--- config.mk ---
export PLATFORM = sky130hd
export DESIGN_NAME = count_n
export DESIGN_NICKNAME = d
export VERILOG_FILES = /design/src/rtl/count_n.sv
export SDC_FILE = /design/constraint.sdc
export NUM_CORES = 1
export LEC_CHECK = 0
export ABC_AREA = 0
export BUFFER_PORTS_ARGS = -buffer_cell sky130_fd_sc_hd__buf_2
export CORE_MARGIN = 1
export CORE_UTILIZATION = 44
export DETAILED_ROUTE_END_ITERATION = 10
export GPL_TIMING_DRIVEN = 0
export PLACE_DENSITY_LB_ADDON = 0.3
export SETUP_SLACK_MARGIN = 0.5
export SLEW_MARGIN = 5
export SYNTH_ARGS = -nofsm -noshare
export SYNTH_HDL_FRONTEND = slang
export SYNTH_SLANG_ARGS = --single-unit
--- constraint.sdc ---
create_clock -name clk -period 1.9 [get_ports clk]
set_input_delay 0.095 -clock clk [delete_from_list [all_inputs] [get_ports clk]]
set_output_delay 0.095 -clock clk [all_outputs]
set_load 0.05 [all_outputs]
--- src/rtl/count_n.sv ---
// rtl/count_n.sv - parametrised up/down counter with wrap, saturate and one-shot modes
// Chained instances cascade through tc feeding the next stage's en.
module count_n #(
  parameter int               WIDTH     = 4,
  parameter logic [WIDTH-1:0] RESET_VAL = '0
) (
  input  logic             clk,
  input  logic             reset,
  input  logic             en,
  input  logic             dir,
  input  logic [1:0]       mode,
  input  logic             clr,
  input  logic             load,
  input  logic [WIDTH-1:0] load_val,
  input  logic [WIDTH-1:0] limit,
  output logic [WIDTH-1:0] out,
  output logic             tc,
  output logic             done,
  output logic             running
);

  typedef enum logic [1:0] {
    S_IDLE = 2'd0,
    S_RUN  = 2'd1,
    S_HALT = 2'd2
  } state_t;

  localparam logic [1:0] MODE_SAT  = 2'b01;
  localparam logic [1:0] MODE_ONE  = 2'b10;

  state_t           state;
  state_t           state_nxt;
  logic [WIDTH-1:0] out_nxt;
  logic             done_nxt;
  logic             term;
  logic             oneshot;
  logic [WIDTH-1:0] inc_val;
  logic [WIDTH-1:0] dec_val;
  logic [WIDTH-1:0] linear_val;
  logic [WIDTH-1:0] wrap_val;

  assign oneshot    = (mode == MODE_ONE);
  assign term       = dir ? (out == limit) : (out == '0);
  assign inc_val    = out + 1'b1;
  assign dec_val    = out - 1'b1;
  assign linear_val = dir ? inc_val : dec_val;
  // Wrapping down reloads from limit rather than rolling to all-ones.
  assign wrap_val   = term ? (dir ? '0 : limit) : linear_val;

  always_ff @(posedge clk or negedge reset) begin
    if (!reset) begin
      state <= S_IDLE;
      out   <= RESET_VAL;
      done  <= 1'b0;
    end else begin
      state <= state_nxt;
      out   <= out_nxt;
      done  <= done_nxt;
    end
  end

  always_comb begin
    state_nxt = state;
    if (!oneshot) begin
      state_nxt = S_IDLE;
    end else if (clr) begin
      state_nxt = S_IDLE;
    end else if (load) begin
      state_nxt = S_RUN;
    end else if (state == S_RUN && en && term) begin
      state_nxt = S_HALT;
    end
  end

  always_comb begin
    out_nxt  = out;
    done_nxt = done;
    if (clr) begin
      out_nxt  = RESET_VAL;
      done_nxt = 1'b0;
    end else if (load) begin
      out_nxt  = load_val;
      done_nxt = 1'b0;
    end else if (en) begin
      case (mode)
        MODE_SAT: begin
          if (term) begin
            done_nxt = 1'b1;
          end else begin
            out_nxt  = linear_val;
            done_nxt = 1'b0;
          end
        end
        MODE_ONE: begin
          // The terminal step is swallowed: out parks on the terminal value.
          if (state == S_RUN) begin
            if (term) begin
              done_nxt = 1'b1;
            end else begin
              out_nxt = wrap_val;
            end
          end
        end
        default: out_nxt = wrap_val;
      endcase
    end
  end

  assign tc      = reset & en & term & ~clr & ~load & (~oneshot | (state == S_RUN));
  assign running = (state == S_RUN);

endmodule
==> results.md, run 1 <==
* Share of layout cells above drive strength 1 at 53.9%
* Final setup fails at 4
* Seq/Total Area, Yosys at 25.5%
* Cell Pwr Density at 616 mW/mm2
* Setup WS post-layout at -0.0976 ns
* Synthesis-to-finish area growth at 62.2%
* # clock sinks at 7
* Syn. warnings at 0
* Synth Net Count at 98
* Startpoint Class: register
* I/O pin total at 23
* Area after DPL at 903 um2
* Reg2reg start: out[0]
* DR vias/cell at 6.27
* Via count at 815
* First DRT Iteration DRCs at 34
* DRT Pass-1 Iters at 4
* Row count at 13
* Fin crit period at 2.00 ns
* Overall die height at 41.5 um
* Die area at 0.00172 mm2
* Final GP Congestion at 0.872
* DP Worst Slack at -0.0471 ns
* Ys async rst share at 100%
* MaxCap Viol Count at 0
* Ant. Diodes at 0
* CTS tree: yes
* DR DRC count at 0
* Main synth FF type: dfrtp_1
* CTS buffer count at 3
* I/O Buffers at 21
* Max Freq at 501 MHz
* Setup crit start: out[0]
* Slew Viols, Final at 0
* Yosys top cell by area: dfrtp_1
* Static leakage at 0.497 nW
* Mean post-synth cell area at 8.90 um2
* Final HPWL DP at 1340 um
* Initial antenna violation count at 0
* Synthesized cell area at 686 um2
* Worst-path maximum fanout at 3
* Synth top area share at 25.5%
* Routed WL at 2370 um
* Final hold vios at 0
* Clk root buf: clkbuf_4
* Vias in the first global route at 723
* Setup CP Type: reg2out
* Antenna-violating nets left at 0
* Post-Syn Instances at 77
* Hold Crit Start: clr
* Clock Latency Late Sink at 0.27 ns
* Peak VDD IR at 0.531 mV
* Hold crit path type: in2reg
* #FFs+latches synth at 7
* Starting Density at 50.2%
* Core outline area at 0.00137 mm2
* Slew HR at 43.5%
* Reg clk slew, reported paths at 0.06 ns
* CP arrival at 1.90 ns
* Clock Skew at 0.00318 ns
* Die Wd at 41.5 um
* Crit path capture type: output port
* First-pass GRT wire length at 3510 um
* Violated checks: setup timing
* Wirelength per Cell at 18.2 um
* Fin area at 0.00111 mm2
* Final Cycle Share at 105%
* Final Util at 81.4%
* Synth top area cells: dfrtp_1, ha_1, inv_1
* GR Util All Layers at 26.8%
* Post-synth EDFFs at 0
* # H-tree levels at 1
* Total grt overflow at 0
* Clock Path Buffers at 2
* Nets at 137
* Yosys cell types at 34
* RSZ-0062 raised after global routing: true
* Status: finished with violations
* Pin count of the biggest net entering global routing at 10
* Data required, critical path at 1.80 ns
* Worst-Margin Slew at 0.838 ns
-- power breakdown --
group	switching [W]	internal, W
Clock	0.0000688	0.0000777
Combinational	0.000203	0.000151
Sequential	0.0000225	0.000163
Total	0.000294	0.000391
-- cell usage in the layout (no fill, tap or decap), drive strengths merged, types with 2 or more instances in the layout --
master    n
a21oi     4
a221oi    2
a31oi     2
buf      33
clkbuf    4
dfrtp     7
ha        4
inv      12
nand2     2
nand3     2
nor2      6
nor3      3
nor4      3
o21ai     3
o221ai    3
o2bb2ai   3
o31ai     2
xnor2     2
xor2      3
-- cells by family (layout without fill, tap and decap cells) --
logic type	after synthesis	after routing	share of synthesized area (%)
XOR/XNOR	5	5	8.58
flip-flops	7	7	25.5
AO/OA/AOI/OAI	25	25	27.7
AND/OR/NAND/NOR	22	22	20.8
adder cells (fa/ha/maj)	5	5	10.2
buffers and inverters	13	51	7.12
-- cells in the mapped netlist, types with 3 or more instances --
| master | count |
|---|---|
| inv_1 | 12 |
| dfrtp_1 | 7 |
| nor2_1 | 5 |
| a21oi_1 | 4 |
| ha_1 | 4 |
| nor3_1 | 3 |
| nor4_2 | 3 |
| o21ai_0 | 3 |
| o221ai_1 | 3 |
| o2bb2ai_1 | 3 |
-- final timing paths --
kind / endpoint / slack, ns / cells after the start
worst max-delay path: tc / -0.1 / 5
worst min-delay path: done / 0.02 / 2
worst max register to register: out[3] / -0.08 / 7
worst min register to register: out[0] / 0.56 / 1
max in group asynchronous: out[3] / 1.33 / 2
min in group asynchronous: state[0] / 0.28 / 2
-- critical path, stage by stage (launching register included) --
cell,delay [ns]
dfrtp_2,0.44
or4_4,0.57
nor2_4,0.14
or3_4,0.13
nor3b_4,0.17
buf_6,0.18
-- metal layers --
| layer | global-route usage [%] | part of all wire [%] |
|---|---|---|
| met1 | 36.7 | 38 |
| met2 | 40.3 | 48 |
| met3 | 8.70 | 9.0 |
| met4 | 7.74 | 4.0 |
| met5 | 0 | 0 |
-- timing repair --
item,4_1_cts,5_1_grt
hold buffers,1,0
gates resized for setup,3,12
cloned,0,0
setup buffers,8,4
setup endpoints to repair,8,8
hold endpoints to repair,7,0
pin swaps,7,6
-- registers in the layout (all words and copies together), names as in the netlist --
| name | cells |
|---|---|
| state | 2 |
| done | 1 |
| out | 4 |
-- cell type report --
type / count / area, um2
Multi-Input combinational cell: 57 / 609
Clock inverter: 1 / 5.00
Fill cell: 83 / 254
Buffer: 1 / 3.75
Inverter: 12 / 45.0
Tap cell: 15 / 18.8
Clock buffer: 3 / 22.5
Timing Repair Buffer: 34 / 228
Sequential cell: 7 / 180
-- stage by stage --
step | setup TNS [ns] | total power [W] | cells | hold slack [ns]
after global routing | -0.480 | 0.000717 | 130 | 0.0347
after CTS | -0.185 | 0.000639 | 126 | 0.0156
final | -0.243 | 0.000685 | 130 | 0.0180
after floorplan | -0.0958 | 0.000388 | 77 | -0.201
after global placement | 0 | 0.000450 | 113 | -0.0522
after detailed placement | -0.0666 | 0.000455 | 113 | -0.0527
Note: power is estimated with default switching activity, not from simulation.
==> inputs of run 2 (changes only) <==
--- a/config.mk
+++ b/config.mk
@@ -13,6 +13,7 @@
 export GPL_TIMING_DRIVEN = 0
 export PLACE_DENSITY_LB_ADDON = 0.3
 export SETUP_SLACK_MARGIN = 0.5
+export SKIP_CTS_REPAIR_TIMING = 1
 export SLEW_MARGIN = 5
 export SYNTH_ARGS = -nofsm -noshare
 export SYNTH_HDL_FRONTEND = slang
==> run 2 against run 1 <==
- the run still ends with setup timing left
- power fell by 3.6%
- first-iteration DRC count fell by 32%
- count of clock-buffer cells in the layout did not move
- via count fell by 4.8%
- combinational power fell by 7.9%
- die area did not move
- core utilization fell by 4.3 points
- sequential share of layout area rose by 0.90 points
- largest power group unchanged
==> results.md, run 2 (synthesis gave the netlist of run 1 again) <==
* Most common cell after layout, fill and taps aside: buf_2 (unchanged)
* Routed WL at 2180 um (was 2370 um)
* Setup crit start: out[2] (was out[0])
* Via count at 776 (was 815)
* Setup CP Type: reg2out (unchanged)
* Slew Viols, Final at 0 (unchanged)
* Overall die height at 41.5 um (unchanged)
* Multi-input logic area at 574 um2 (was 609 um2)
* Synthesis-to-finish area growth at 53.6% (was 62.2%)
* Initial antenna violation count at 0 (unchanged)
* Starting Density at 50.2% (unchanged)
* I/O Buffers at 21 (unchanged)
* RSZ-0062 raised after global routing: true (unchanged)
* Reg clk slew, reported paths at 0.06 ns (about the same)
* Setup TNS at -0.405 ns (was -0.243 ns)
* Antenna-violating nets left at 0 (unchanged)
* Crit path capture type: output port (unchanged)
* Final HPWL DP at 1340 um (unchanged)
* Violated checks: setup timing (unchanged)
* Hold Crit Start: clr (unchanged)
* Reg2reg start: out[2] (was out[0])
* CP bufs+invs at 1 (unchanged)
* Largest stage delay, worst path at 0.44 ns (was 0.57 ns)
* MaxCap Viol Count at 0 (unchanged)
* Worst hold slack at 0.0158 ns (was 0.0180 ns)
* Crit-path cells: or3b_4 > nor4_4 > or3_4 > nor3b_4 > buf_6 (was or4_4 > nor2_4 > or3_4 > nor3b_4 > buf_6)
* Startpoint Class: register (unchanged)
* Die Wd at 41.5 um (unchanged)
* Top delay family on crit path: simple AND/OR/NAND/NOR gates (unchanged)
* DR DRC count at 0 (unchanged)
* Clk root buf: clkbuf_4 (unchanged)
* Slew HR at 61.8% (was 43.5%)
* Clock Skew at 0.00168 ns (was 0.00318 ns)
* Share of layout cells above drive strength 1 at 50.9% (was 53.9%)
* CTS tree: yes (unchanged)
* Fin crit period at 2.08 ns (was 2.00 ns)
* Ant. Diodes at 0 (unchanged)
* Total grt overflow at 0 (unchanged)
* CP arrival at 1.98 ns (was 1.90 ns)
* Largest Register: out (unchanged)
* Max FFs per register at 4 (unchanged)
* # clock sinks at 7 (unchanged)
* Total chip power at 0.000660 W (was 0.000685 W)
* First-pass GRT wire length at 3010 um (was 3510 um)
* Registers with the most flip-flops: out: 4 flops, state: 2 flops, done: 1 flops (unchanged)
* Hold crit path type: in2reg (unchanged)
* CTS buffer count at 3 (unchanged)
* Pin count of the biggest net entering global routing at 10 (unchanged)
* Final Util at 77.1% (was 81.4%)
* First DRT Iteration DRCs at 23 (was 34)
* Worst-Margin Slew at 0.567 ns (was 0.838 ns)
* Setup WS post-layout at -0.178 ns (was -0.0976 ns)
* Vias in the first global route at 656 (was 723)
* DRT Pass-1 Iters at 4 (unchanged)
* Static leakage at 0.484 nW (was 0.497 nW)
* Final hold vios at 0 (unchanged)
* Clock Path Buffers at 2 (unchanged)
* Slowest cell on crit path: dfrtp_2 (was or4_4)
* Data required, critical path at 1.80 ns (about the same)
* Core outline area at 0.00137 mm2 (unchanged)
* Peak VDD IR at 0.453 mV (was 0.531 mV)
* Fill count at 104 (was 83)
* Max Freq at 481 MHz (was 501 MHz)
* # H-tree levels at 1 (unchanged)
* Nets at 136 (was 137)
* Cell Pwr Density at 626 mW/mm2 (was 616 mW/mm2)
* DR vias/cell at 6.02 (was 6.27)
* Most frequent cells in the layout: buf_2, inv_1, buf_4, nor2_1 (was buf_2, inv_1, buf_4)
* Status: finished with violations (unchanged)
* Final setup fails at 5 (was 4)
* Final Cycle Share at 109% (was 105%)
* Final GP Congestion at 0.872 (unchanged)
* Worst-path maximum fanout at 5 (was 3)
* GR Util All Layers at 22.5% (was 26.8%)
* Row count at 13 (unchanged)
* Clock Latency Late Sink at 0.27 ns (about the same)
* Sequential cell area at 180 um2 (unchanged)
* Die area at 0.00172 mm2 (unchanged)
* Wirelength per Cell at 16.9 um (was 18.2 um)
* I/O pin total at 23 (unchanged)
## run 2: routing by layer
metal / wire (um) / GRT usage [%]
met1: 935 / 31.7
met2: 1060 / 32.5
met3: 164 / 8.26
met4: 27 / 5.81
met5: 0 / 0
## run 2: stage by stage
stage	instances	setup slack [ns]	cell area, um2
floorplan	77	-0.0958	779
global placement	113	0.00756	903
global route	129	-0.241	1050
finish	129	-0.178	1050
detailed placement	113	-0.0471	903
CTS	117	-0.319	931
## run 2: area by class of cell
| cell class | count | share of cell area (%) |
|---|---|---|
| multi-input cells | 57 | 54.5 |
| repair buffers | 33 | 19.4 |
| flip-flops and latches | 7 | 17.1 |
| inverters | 12 | 4.28 |
| clock buffers | 3 | 2.14 |
| well taps | 15 | 1.78 |
| clock inverters | 1 | 0.475 |
| plain buffers | 1 | 0.356 |
## run 2: path summary, 6_finish.rpt
path                            endpoint  slack, ns  cells past startpoint
worst max-delay path                  tc      -0.18                      5
worst min register to register    out[0]       0.62                      1
worst max register to register    out[1]      -0.11                      6
max in group asynchronous         out[1]       1.32                      2
min in group asynchronous           done       0.29                      2
worst min-delay path                done       0.02                      2
## run 2: power breakdown
group	internal [W]	switching, W	total (W)
combinational	0.000140	0.000185	0.000325
clock	0.0000776	0.0000673	0.000145
sequential	0.000163	0.0000272	0.000190
